## src/rtl/mem_arbiter.sv

```systemverilog
// Two-port (fetch/data) to one-port memory bus arbiter; zero-wait latency is request -> ack in 3 cycles, one transaction per 4 cycles.
// Requesters hold req until ack and see stall while waiting; the bus applies backpressure via mem_gnt and completes via mem_rvalid or timeout.
module mem_arbiter #(
  parameter int STARVE_LIMIT = 4,
  parameter int TIMEOUT      = 256
) (
  input  logic        clk,
  input  logic        rst,
  input  logic        i_req,
  input  logic [31:0] i_addr,
  output logic        i_ack,
  output logic [31:0] i_rdata,
  output logic        i_err,
  input  logic        d_req,
  input  logic        d_we,
  input  logic [31:0] d_bwe,
  input  logic [31:0] d_addr,
  input  logic [31:0] d_wdata,
  output logic        d_ack,
  output logic [31:0] d_rdata,
  output logic        d_err,
  output logic        mem_req,
  output logic        mem_we,
  output logic [31:0] mem_bwe,
  output logic [31:0] mem_addr,
  output logic [31:0] mem_wdata,
  input  logic        mem_gnt,
  input  logic        mem_rvalid,
  input  logic [31:0] mem_rdata,
  output logic        stall_if,
  output logic        stall_mem
);

  localparam logic [1:0] IDLE = 2'd0;
  localparam logic [1:0] REQ  = 2'd1;
  localparam logic [1:0] WAIT = 2'd2;
  localparam logic [1:0] RESP = 2'd3;

  localparam logic OWN_I = 1'b0;
  localparam logic OWN_D = 1'b1;

  localparam int SW = (STARVE_LIMIT < 1) ? 1 : $clog2(STARVE_LIMIT + 1);
  localparam int TW = (TIMEOUT < 2) ? 1 : $clog2(TIMEOUT);
  localparam logic [SW-1:0] STARVE_MAX = SW'(STARVE_LIMIT);
  localparam logic [TW-1:0] TO_LAST    = TW'(TIMEOUT - 1);

  logic [1:0]    state;
  logic          owner;
  logic [SW-1:0] starve_cnt;
  logic [TW-1:0] to_cnt;
  logic          pick_d;
  logic          pick_i;
  logic          to_hit;

  // Data normally wins; a fetch starved for STARVE_LIMIT data grants takes the next slot.
  assign pick_d = d_req && !(i_req && (starve_cnt == STARVE_MAX));
  assign pick_i = i_req && !pick_d;
  assign to_hit = (TIMEOUT != 0) && (to_cnt == TO_LAST);

  assign mem_req   = (state == REQ);
  assign i_ack     = (state == RESP) && (owner == OWN_I);
  assign d_ack     = (state == RESP) && (owner == OWN_D);
  assign stall_if  = i_req && !i_ack;
  assign stall_mem = d_req && !d_ack;

  always_ff @(posedge clk or posedge rst) begin
    if (rst) begin
      state      <= IDLE;
      owner      <= OWN_I;
      starve_cnt <= '0;
      to_cnt     <= '0;
      mem_we     <= 1'b0;
      mem_bwe    <= '0;
      mem_addr   <= '0;
      mem_wdata  <= '0;
      i_rdata    <= '0;
      d_rdata    <= '0;
      i_err      <= 1'b0;
      d_err      <= 1'b0;
    end else begin
      case (state)
        IDLE: begin
          if (pick_d) begin
            state     <= REQ;
            owner     <= OWN_D;
            mem_we    <= d_we;
            mem_bwe   <= d_bwe;
            mem_addr  <= d_addr;
            mem_wdata <= d_wdata;
            if (!i_req)
              starve_cnt <= '0;
            else if (starve_cnt != STARVE_MAX)
              starve_cnt <= starve_cnt + 1'b1;
          end else if (pick_i) begin
            state      <= REQ;
            owner      <= OWN_I;
            mem_we     <= 1'b0;
            mem_bwe    <= '0;
            mem_addr   <= i_addr;
            mem_wdata  <= '0;
            starve_cnt <= '0;
          end
        end
        REQ: begin
          if (mem_gnt) begin
            state  <= WAIT;
            to_cnt <= '0;
          end
        end
        WAIT: begin
          to_cnt <= to_cnt + 1'b1;
          // A completion arriving in the timeout cycle still counts as success.
          if (mem_rvalid) begin
            state <= RESP;
            if (owner == OWN_I) begin
              i_rdata <= mem_rdata;
              i_err   <= 1'b0;
            end else begin
              if (!mem_we)
                d_rdata <= mem_rdata;
              d_err <= 1'b0;
            end
          end else if (to_hit) begin
            state <= RESP;
            if (owner == OWN_I)
              i_err <= 1'b1;
            else
              d_err <= 1'b1;
          end
        end
        default: state <= IDLE;
      endcase
    end
  end

endmodule

```

## config.mk

```make
export PLATFORM = sky130hd
export DESIGN_NAME = mem_arbiter
export DESIGN_NICKNAME = d
export VERILOG_FILES = /design/src/rtl/mem_arbiter.sv
export SDC_FILE = /design/constraint.sdc
export NUM_CORES = 1
export LEC_CHECK = 0
export ABC_AREA = 1
export BUFFER_PORTS_ARGS = -buffer_cell sky130_fd_sc_hd__buf_2
export CAP_MARGIN = 20
export CORE_AREA = 2 2 131 133
export DETAILED_ROUTE_END_ITERATION = 16
export DIE_AREA = 0 0 133 135
export PLACE_DENSITY = 0.76
export SYNTH_ARGS = -nofsm -noshare
export SYNTH_HDL_FRONTEND = slang
export SYNTH_SLANG_ARGS = --single-unit
```

## constraint.sdc

```tcl
create_clock -name clk -period 10.95 [get_ports clk]
set_input_delay 3.285 -clock clk [delete_from_list [all_inputs] [get_ports clk]]
set_output_delay 3.285 -clock clk [all_outputs]
set_load 0.02 [all_outputs]
```

== Word-level counts from Yosys, hierarchy flattened ==
Cells that the tools add are included.

* Logic and storage cells: 77
* Output and inout port bits: 168
* Input bits: 167
* Flip-flop bits (word level): 177

* Eq/ne operators: 10
* Bitwise logic cells: 2
* Reduce and logical (&&, ||, !) cells: 23
* $add $sub $neg: 2
* Muxes and demuxes: 28

{| class="wikitable"
|+ Operator list
! cell !! count
|-
| $mux 32 || 5
|-
| $pmux 8 s2 || 1
|-
| $reduce_and 3->1 || 5
|-
| $mux 3 || 4
|-
| $mux 1 || 11
|-
| $mux 2 || 5
|-
| $ne 3x3->1 const B || 3
|-
| $add 8x1->8 const B || 1
|-
| $eq 8x8->1 const B || 1
|-
| $mux 8 || 1
|-
| $logic_and 1x1->1 || 7
|-
| $pmux 2 s3 || 1
|-
| $reduce_bool 2->1 || 3
|-
| $eq 2x2->1 const B || 2
|-
| $logic_not 1->1 || 4
|-
| $reduce_and 2->1 || 2
|-
| $reduce_and 4->1 || 1
|-
| $add 3x1->3 const B || 1
|-
| $eq 3x3->1 const B || 1
|-
| $ne 3x2->1 const B || 1
|-
| $eq 2x1->1 const B || 1
|-
| $logic_not 2->1 || 1
|-
| $ne 2x1->1 const B || 1
|-
| $not 1->1 || 2
|}

== Logic depth before layout (Yosys ltp) ==
* Depth after elaboration: 9
* Depth in mapped cells: 9
* Mapped depth without buffers: 8

== Worst setup path after synthesis ==
Ideal clock, no wire load.

* Kind: input -> output
* Start point: input d_req
* End point: output stall_mem
* Required time: 7.665 ns
* Buffers on the path: 1
* Arrival: 3.799 ns
* Setup slack: 3.866 ns
* Stages on the path: 3
* Cell sequence: buf_2 -> inv_2 -> nor2_1

* Longest elaborated chain between the ends: 1

{| class="wikitable"
|+ Ends and longest elaborated chain
! element !! RTL line !! text
|-
| from (decl) || 14 || <nowiki>input logic d_req,</nowiki>
|-
| $logic_and 1x1->1 || 64 || <nowiki>assign stall_mem = d_req && !d_ack;</nowiki>
|-
| to (decl) || 31 || <nowiki>output logic stall_mem</nowiki>
|}

Every way passes these cells.

== Final worst setup path ==
Same ends and word-level chain as after synthesis.

==> impl_metrics.tcl <==
set metrics [dict create \
    core_area_mm2 0.0164 \
    drv_slew 0 \
    path_max_fanout 35 \
    synth_cell_types 28 \
    ys.flop_type "dfrtp_1" \
    cts_resized 0 \
    fin_crit_ns 7.48 \
    crit_path_end_kind "output port" \
    p_sw_share_pct 42.8 \
    relSlewSlack_pct 47.8 \
    worstMarginPinSlew_ns 0.783 \
    syn_area_per_cell_um2 8.80 \
    first_iter_violations 401 \
    pin_count 335 \
    ys_warn_count 0 \
    clockBufferDepth 2 \
    final.setup_skew_ns 0.0116 \
    hold_depth 2 \
    crit_cells 4 \
    async_reset_ff_share_pct 100 \
    final_cell_area_mm2 0.00968 \
    peakVddDrop_v 0.000143 \
    powerDensity_mw_per_mm2 299 \
    crit_buf_inv 3 \
    clock_latency_ns 0.43 \
    synthesis.instances 825 \
    synth_edf_count 0 \
    reg2regPathDepth 8 \
    grt_pass1_wl_mm 30.5 \
    overflow 0 \
    drcViolationCount 0 \
    required_ns 7.67 \
    yosysMostFrequentCell "nand2_1" \
    cts_sinks 177 \
    portBuffers 334 \
    intPower_mw 1.65 \
    wire_per_inst_um 14.3 \
    post_cts_buffers 0 \
    pwr-share-clk_pct 21.2 \
    dp_hpwl_mm 13.9 \
    yosys-top-cells-area "dfrtp_1 61%, nand2_1 17%, o21ai_0 4.6%" \
    crit_top_cell "buf_2" \
    static-leakage-power_nw 5.47 \
    hp-class "reg2reg" \
    drive_gt1_share_pct 33.2 \
    cpLargestDelayFamily "buffers and inverters" \
    first_global_vias 6203 \
    finalHoldViolations 0 \
    gp_congestion 0.875 \
    grt_setup_unrepaired "false" \
    postRouteAntennaNets 0 \
    initial_core_util_pct 44.2 \
    numCtsBuffers 17 \
    vias 6617 \
    dp_slack_ns 3.48 \
    fp-row-count 47 \
    clk_pin_slew_ns 0.07 \
    fin_cells 1373 \
    cap_violations 0 \
    cts.hold.buffers_added 0 \
    synthDominantCellAreaShare_pct 61.0 \
    cts_tree "yes" \
    die_h_um 135 \
    cpMaxStageDelayCell "buf_2" \
    ys_seq_area_share_pct 61.0 \
    worstPathArrival_ns 4.20 \
    routed_wirelength_mm 19.6 \
    finalCritPeriodShare_pct 68.4 \
    holdWs_ns 0.474 \
    start_kind "input port" \
    first_pass_iters 5 \
    critPathKind "in2out" \
    setup_viol 0 \
    dp.cells 1339 \
    outcome "finished, final reports clean" \
    seqPwrFrac_pct 37.3 \
    die_x_um 133 \
    htree_num_levels 4 \
    crit_chain "buf_2 > inv_2 > nor2_1 > buf_2" \
    yosysTopAreaCell "dfrtp_1" \
    dieArea_mm2 0.0180 \
    synth_common_cells "327 x nand2_1, 177 x dfrtp_1, 67 x o21ai_0" \
    nets 1314 \
    switchingPower_mw 1.24 \
    dpl_cell_area_mm2 0.00903 \
    grt_max_degree 68 \
    track_usage_pct 21.6 \
    area_growth_pct 33.3 \
    slowest_delay_ns 0.51 \
    vias_per_cell 4.82 \
    timing.fmax_mhz 134 \
    netlist_area_mm2 0.00726 \
    syn_nets 999 \
    antenna_found_initial 1 \
    finalWorstSetupSlack_ns 3.47 \
    cts.root.buffer_cell "clkbuf_16" \
    tns_ns 0 \
    p_comb_share_pct 41.4 \
    ys_ff_latch 177 \
    diodes 0 \
]
worst register-to-register path: cells and delay by family (launching register included):
family	cells	cell delay, ns
AOI/OAI and AO/OA	1	0.14
DFF	1	0.40
adders and majority gates	1	0.20
buffers and inverters	2	0.57
and+or+nand+nor	4	1.76
kinds of logic after synthesis:
group,share of synthesized area [%]
xor+xnor,0.121
buf+inv,6.12
simple gates,23.1
compound gates,8.46
fa+ha+maj,1.21
flops,61.0
flip-flops by register name (all words and copies together), names as in the netlist:
register and cells:
d_rdata 32, i_rdata 32, mem_addr 32, mem_bwe 32, mem_wdata 32, to_cnt 8
starve_cnt 3, state 2, d_err 1, i_err 1, mem_we 1, owner 1
per-stage QoR:
| step | utilization [%] | power (mW) |
|---|---|---|
| after floorplan | - | 1.86 |
| after global placement | 55.1 | 2.26 |
| after detailed placement | 55.1 | 2.29 |
| after CTS | 58.7 | 2.91 |
| after global routing | 59.0 | 3.09 |
| final | 59.0 | 2.89 |
final timing paths:
kind / start / to / slack (ns)
min reg2reg: mem_wdata[30]$_DFFE_PP0P_ / mem_wdata[30]$_DFFE_PP0P_ / 0.47
min in group asynchronous: rst / mem_bwe[7]$_DFFE_PP0P_ / 2.91
min: mem_wdata[30]$_DFFE_PP0P_ / mem_wdata[30]$_DFFE_PP0P_ / 0.47
max reg2reg: starve_cnt[0]$_DFFE_PP0P_ / starve_cnt[2]$_DFFE_PP0P_ / 7.82
max: d_req / stall_mem / 3.47
max in group asynchronous: rst / d_rdata[16]$_DFFE_PP0P_ / 6.09
cells in the final DEF, fill, tap and decap left out, drive strengths merged, types with 4 or more instances in the layout:
| cell | count |
|---|---|
| nand2 | 328 |
| a31oi | 32 |
| o21ai | 70 |
| buf | 341 |
| clkbuf | 18 |
| dfrtp | 177 |
| nand3 | 42 |
| ha | 7 |
| inv | 68 |
| nor2 | 50 |
| a21oi | 4 |
metal layers:
metal	vias up	global-route usage, %	wire [um]
met1	3024	26.6	7910
li1	3225	-	-
met2	323	35.2	9380
met4	2	9.50	553
met5	-	0	15
met3	43	6.76	1740
power groups by stage:
stage | Clock (mW) | Sequential, mW | Combinational (mW)
global placement | 0 | 1.08 | 1.18
floorplan | 0 | 1.40 | 0.458
global route | 0.659 | 1.11 | 1.32
detailed placement | 0 | 1.08 | 1.20
finish | 0.614 | 1.08 | 1.20
CTS | 0.632 | 1.08 | 1.20
layout make-up:
type                       count  area (um2)
clock buffer                  18         439
clock inverter                14         164
fill                        1443        6730
inverter                      59         226
multi-input combinational    544        2390
sequential                   177        4430
tap                          220         275
timing repair buffer         341        1750
Power figures use the tool's default switching activity.
